[src/rtl/efuse_array_resp.sv]
// efuse_array_resp: cycle-accurate stand-in for the efuse hard macro pins.
// Decodes aen strobes into byte reads and one-time single-bit programs on a
// 256-bit fuse array, and flags strobe timing violations.
// Optional feature macro: EFUSE_RESP_ERR_EN (error capture on err_o/err_code_o).
module efuse_array_resp #(
  parameter int unsigned  RD_LAT   = 2,
  parameter int unsigned  PGM_MIN  = 4,
  parameter logic [255:0] INIT_VAL = '0
) (
  input  logic         clk,
  input  logic         rst_n,
  input  logic         efuse_pgmen_i,
  input  logic         efuse_rden_i,
  input  logic         efuse_aen_i,
  input  logic [7:0]   efuse_addr_i,
  output logic [7:0]   efuse_rdata_o,
  output logic [255:0] fuse_bits_o,
  output logic         prog_done_o,
  input  logic         err_clr_i,
  output logic         err_o,
  output logic [1:0]   err_code_o
);

  typedef enum logic [1:0] {
    S_IDLE,
    S_READ,
    S_PGM
  } state_t;

  state_t         state_q;
  logic [3:0]     cnt_q;
  logic [7:0]     addr_q;
  logic [7:0]     rdata_q;
  logic [255:0]   fuse_q;
  logic           done_q;
  logic           aen_q;
  logic           rise;

  assign rise          = efuse_aen_i & ~aen_q;
  assign efuse_rdata_o = rdata_q;
  assign fuse_bits_o   = fuse_q;
  assign prog_done_o   = done_q;

  // Strobe decoder, counter, fuse array and registered read/program results.
  always_ff @(posedge clk or negedge rst_n) begin
    if (!rst_n) begin
      state_q <= S_IDLE;
      cnt_q   <= '0;
      addr_q  <= '0;
      rdata_q <= '0;
      fuse_q  <= INIT_VAL;
      done_q  <= 1'b0;
      aen_q   <= 1'b0;
    end else begin
      aen_q  <= efuse_aen_i;
      done_q <= 1'b0;
      case (state_q)
        S_IDLE: begin
          if (rise && (efuse_rden_i != efuse_pgmen_i)) begin
            addr_q  <= efuse_addr_i;
            cnt_q   <= 4'd1;
            state_q <= efuse_rden_i ? S_READ : S_PGM;
          end
        end
        S_READ: begin
          if (!efuse_aen_i || !efuse_rden_i || efuse_pgmen_i) begin
            state_q <= S_IDLE;
          end else if (cnt_q == 4'(RD_LAT)) begin
            rdata_q <= fuse_q[{addr_q[7:3], 3'b000} +: 8];
            state_q <= S_IDLE;
          end else if (cnt_q != 4'd15) begin
            cnt_q <= cnt_q + 4'd1;
          end
        end
        S_PGM: begin
          if (!efuse_aen_i) begin
            // Strobe width is the saturated count at the falling edge.
            if (cnt_q >= 4'(PGM_MIN)) begin
              fuse_q[addr_q] <= 1'b1;
              done_q         <= 1'b1;
            end
            state_q <= S_IDLE;
          end else if (!efuse_pgmen_i || efuse_rden_i) begin
            state_q <= S_IDLE;
          end else if (cnt_q != 4'd15) begin
            cnt_q <= cnt_q + 4'd1;
          end
        end
        default: state_q <= S_IDLE;
      endcase
    end
  end

`ifdef EFUSE_RESP_ERR_EN
  logic       err_ev;
  logic [1:0] err_ev_code;
  logic       err_q;
  logic [1:0] code_q;

  // Classify this cycle's protocol violation, mirroring the decoder's aborts.
  always_comb begin
    err_ev      = 1'b0;
    err_ev_code = 2'd0;
    case (state_q)
      S_IDLE: begin
        if (rise && efuse_pgmen_i && efuse_rden_i) begin
          err_ev      = 1'b1;
          err_ev_code = 2'd1;
        end
      end
      S_READ: begin
        if (!efuse_aen_i) begin
          err_ev      = 1'b1;
          err_ev_code = 2'd2;
        end else if (!efuse_rden_i || efuse_pgmen_i) begin
          err_ev      = 1'b1;
          err_ev_code = 2'd3;
        end
      end
      S_PGM: begin
        if (!efuse_aen_i) begin
          if (cnt_q < 4'(PGM_MIN)) begin
            err_ev      = 1'b1;
            err_ev_code = 2'd2;
          end
        end else if (!efuse_pgmen_i || efuse_rden_i) begin
          err_ev      = 1'b1;
          err_ev_code = 2'd3;
        end
      end
      default: ;
    endcase
  end

  // Sticky error flag; code keeps the first error unless cleared in the same cycle.
  always_ff @(posedge clk or negedge rst_n) begin
    if (!rst_n) begin
      err_q  <= 1'b0;
      code_q <= '0;
    end else if (err_ev) begin
      err_q <= 1'b1;
      if (!err_q || err_clr_i) begin
        code_q <= err_ev_code;
      end
    end else if (err_clr_i) begin
      err_q  <= 1'b0;
      code_q <= '0;
    end
  end

  assign err_o      = err_q;
  assign err_code_o = code_q;
`else
  logic unused_err_clr;
  assign unused_err_clr = err_clr_i;
  assign err_o          = 1'b0;
  assign err_code_o     = '0;
`endif

endmodule

[config.mk]
export PLATFORM = sky130hd
export DESIGN_NAME = efuse_array_resp
export DESIGN_NICKNAME = d
export VERILOG_FILES = /design/src/rtl/efuse_array_resp.sv
export SDC_FILE = /design/constraint.sdc
export NUM_CORES = 1
export LEC_CHECK = 0
export ABC_AREA = 1
export CAP_MARGIN = 20
export CORE_UTILIZATION = 60
export DETAILED_ROUTE_END_ITERATION = 7
export DONT_BUFFER_PORTS = 1
export PLACE_DENSITY = 0.78
export SETUP_SLACK_MARGIN = 0.2
export SYNTH_ARGS = -nofsm -noshare
export SYNTH_HDL_FRONTEND = slang
export SYNTH_SLANG_ARGS = --single-unit
[constraint.sdc]
create_clock -name clk -period 3.9 [get_ports clk]
set_input_delay 0.975 -clock clk [delete_from_list [all_inputs] [get_ports clk]]
set_output_delay 0.975 -clock clk [all_outputs]
set_load 0.005 [all_outputs]
==> results summary <==
The kind of cell adding the most delay to the critical path is simple AND/OR/NAND/NOR gates. Yosys mapped a number of flops with a built-in enable equal to 0. Ranked by total cell area, the synthesized netlist is headed by sky130_fd_sc_hd__dfrtp_1 56%, sky130_fd_sc_hd__nand2_1 10%, sky130_fd_sc_hd__o21ai_0 9.3%, sky130_fd_sc_hd__inv_1 7.6%, sky130_fd_sc_hd__nand3_1 5.0%.

The cell type of the slowest stage on the worst timing path is sky130_fd_sc_hd__nand2_1. Summed over all failing endpoints, the final setup total negative slack is 0 ns. In this run the critical register-to-register path is captured at fuse_bits_o[217].

The min-delay analysis places its worst path in the category primary input to async pin. The cell area that synthesis handed to floorplanning was roughly 13000 sq um. At the worst endpoint, the required time is 4.32 ns. The cts-stage hold buffer count came out at 0. The critical path is of the flip-flop to flip-flop type.

The startpoint identified for the worst register-to-register timing path is state_q[0]. The final worst hold slack came out at 0.141 ns. The number of inserted diodes is 0. The slack of the worst reg-to-reg path came out at 1.34 ns.

The number of vias per cell is 6.00. The area share of the leading cell type in the synthesized netlist is 0.560. The largest fanout of any net on the critical path is 16. The initial utilization of the core area, before any placement, comes to 0.615.

The relative slew slack is 0.239. The die width came out at 146 microns. Setup repair after global routing left no endpoint under its margin. The largest clock skew in the final design is 0.0135 ns. The via count of the first global-routing pass came to slightly above 10000. Power spread over the standard cell area amounts to 602 nW/um^2. The async set-or-reset flop fraction in the synthesized netlist came out at 1.00. The count of final max-slew check failures came to 0. Synthesis inferred 280 register bits.

Once layout is done, the placed cells without fillers occupy 13400 sq um. The area enclosed by the die boundary is 21400 sq um. Counting instances in the post-synthesis netlist gives the leading cell types as 336 x sky130_fd_sc_hd__nand2_1, 280 x sky130_fd_sc_hd__dfrtp_1, 255 x sky130_fd_sc_hd__inv_1, 232 x sky130_fd_sc_hd__o21ai_0, 124 x sky130_fd_sc_hd__nand3_1. The total I/O pin count came out at 282. A synthesized cell averages 8.44 sq um. The shortest clock period the worst path allows after layout is 2.56 ns. The Yosys warning count came out at 0.

The largest net degree at the start of global routing came out at ~280. The die span in y came out at approximately 150 microns. The net total in the final layout is between 1000 and 1500. The CTS buffer count came out at 29. The placed standard-cell area is 12500 sq um. The total congestion overflow after global routing came out at 0. The worst setup path is launched from a flip-flop. After detailed routing, the average wire length per cell comes to 22.5 microns.

The final routed wirelength across all metal layers came out at 39000 microns. The depth of the worst register-to-register path is 8. The cell leakage power came out at approximately 6.7 nW. The number of max-cap violations is 0.

The total via count after detailed routing came out at 10400. Walking the worst path, the cells encountered are inv_1 > ha_1 > inv_1 > nor2_1 > nand2_2 > nor3_2 > nand2_1 > o21ai_0. The category of the worst setup path capture point is a flip-flop. The global placer's final weighted congestion came out at between 0.8 and 0.9.

CTS placed an instance of sky130_fd_sc_hd__clkbuf_16 at the clock tree root. The number of input and output port buffers inserted came out at 0. The global-route usage over all layers is 0.365. The number of gates resized after CTS was 0. The register area share after synthesis is 0.560. The worst path arrival time came out at 2.98 ns.

The number of antenna violations at the first check in global routing is 0. The clock transition time at the flip-flop clock pins of the worst setup and hold paths came out at 0.06 ns. The core outline area came out at 20400 sq um. sky130_fd_sc_hd__dfrtp_1 takes more of the synthesized area than any other cell.

The number of buffers on the longest clock path is 3. For this run, the top clock speed supported by timing is 391 MHz. The number of buffers and inverters on the critical path is 2. For this run, design rule violations remaining after detail routing come to 0.

By instance count, the leading cell after synthesis is sky130_fd_sc_hd__nand2_1. The largest voltage drop on the vdd net is between 0.7 and 0.8 mV. The instance count of the mapped netlist is 1483. The buffers inserted during post-CTS setup optimization is 0. The biggest cell delay along the critical path came out at 0.73 ns. In this run the core area contains 52 standard-cell rows. The DRC violation total after the first TritonRoute iteration came out at 1000. The cell that appears most often on the critical path is sky130_fd_sc_hd__inv_1. The number of nets with antenna violations after routing is 0. The count of unique library cells instantiated by Yosys is 30. The count of clock tree sinks is 280.

Setup violations remaining at the end of the flow were counted as 0. CTS built an H-tree with a depth of 1. Compared with the post-synthesis result, the final layout area differs by 7.39%. The pre-antenna-repair detailed-routing pass consisted of 5 iterations. In the synthesized netlist the dominant register cell turns out to be sky130_fd_sc_hd__dfrtp_1.

The number of hold-slack violations in the final timing report came to 0. For the worst-skew pair, the clock arrives at the later sink with an insertion delay of around 0.54 ns. TritonCTS built the clock tree.

The run finished with clean final reports. The half-perimeter wire length after placement is 25100 microns. The fraction of layout instances using a drive strength above 1 is 0.0519. The wire length of the first global-routing pass is 59300 microns. The fraction of the cycle the final worst path needs is 0.656. The slew at the pin with the worst max-slew slack came out at 1.14 ns.
[cell type report]
type / count / area, sq um
clock buffer: 43 / 868
clock inverter: 7 / 60.1
fill: 1664 / 6920
inverter: 261 / 980
multi-input combinational: 864 / 4100
sequential: 280 / 7010
tap: 270 / 338
timing repair buffer: 9 / 80.1
[how the worst max path moves through the flow]
| stage | from | end | slack [ns] | cells past startpoint |
|---|---|---|---|---|
| detailed placement | efuse_aen_i | fuse_bits_o[100] | 1.26 | 5 |
| CTS | state_q[0] | fuse_bits_o[100] | 1.43 | 8 |
| global route | state_q[0] | fuse_bits_o[249] | 1.19 | 8 |
| floorplan | efuse_rden_i | cnt_q[2] | 1.73 | 9 |
| finish | state_q[0] | fuse_bits_o[217] | 1.34 | 8 |
| global placement | efuse_aen_i | fuse_bits_o[228] | 1.31 | 5 |
[state kept, by name, indices dropped and copies added, names as in the netlist]
register	flops
cnt_q	4
efuse_rdata_o	8
prog_done_o	1
aen_q	1
fuse_bits_o	256
state_q	2
addr_q	8
[cells by family after synthesis]
logic type,synth area share
multiplexers,0.000900
adder cells (fa/ha/maj),0.00800
AO/OA/AOI/OAI,0.143
flip-flops,0.560
buffers and inverters,0.113
other,0.000300
AND/OR/NAND/NOR,0.174
XOR/XNOR,0.000700
[per-stage QoR]
step	worst slack, ns	instances	util	power [W]
after floorplan	1.73	1485	-	0.00474
after global placement	1.31	1684	0.614	0.00533
after detailed placement	1.26	1684	0.614	0.00536
after CTS	1.43	1734	0.660	0.00803
after global routing	1.19	1734	0.660	0.00841
final	1.34	1734	0.660	0.00809
[routing by layer]
| metal | GRT usage | wire length, microns |
|---|---|---|
| met1 | 0.483 | 14600 |
| met2 | 0.557 | 17500 |
| met3 | 0.111 | 5010 |
| met4 | 0.164 | 1810 |
| met5 | 0 | 0 |
[power by group]
part | switching [W] | internal (W)
Combinational | 0.00170 | 0.000517
Clock | 0.00113 | 0.00159
Sequential | 0.000136 | 0.00301
[cell usage in the layout (no fill, tap or decap), types with 9 or more instances in the layout]
cell / synthesis / final
sky130_fd_sc_hd__clkbuf_8: 0 / 9
sky130_fd_sc_hd__o21bai_1: 24 / 24
sky130_fd_sc_hd__o21ai_1: 32 / 32
sky130_fd_sc_hd__nor2_1: 45 / 45
sky130_fd_sc_hd__o21ai_0: 232 / 232
sky130_fd_sc_hd__clkbuf_16: 0 / 29
sky130_fd_sc_hd__inv_1: 255 / 255
sky130_fd_sc_hd__nand2_1: 336 / 336
sky130_fd_sc_hd__o211ai_1: 24 / 24
sky130_fd_sc_hd__nand3_1: 124 / 124
sky130_fd_sc_hd__a21oi_1: 9 / 9
sky130_fd_sc_hd__dfrtp_1: 280 / 279
No activity file was read; power rests on OpenSTA's default activity.
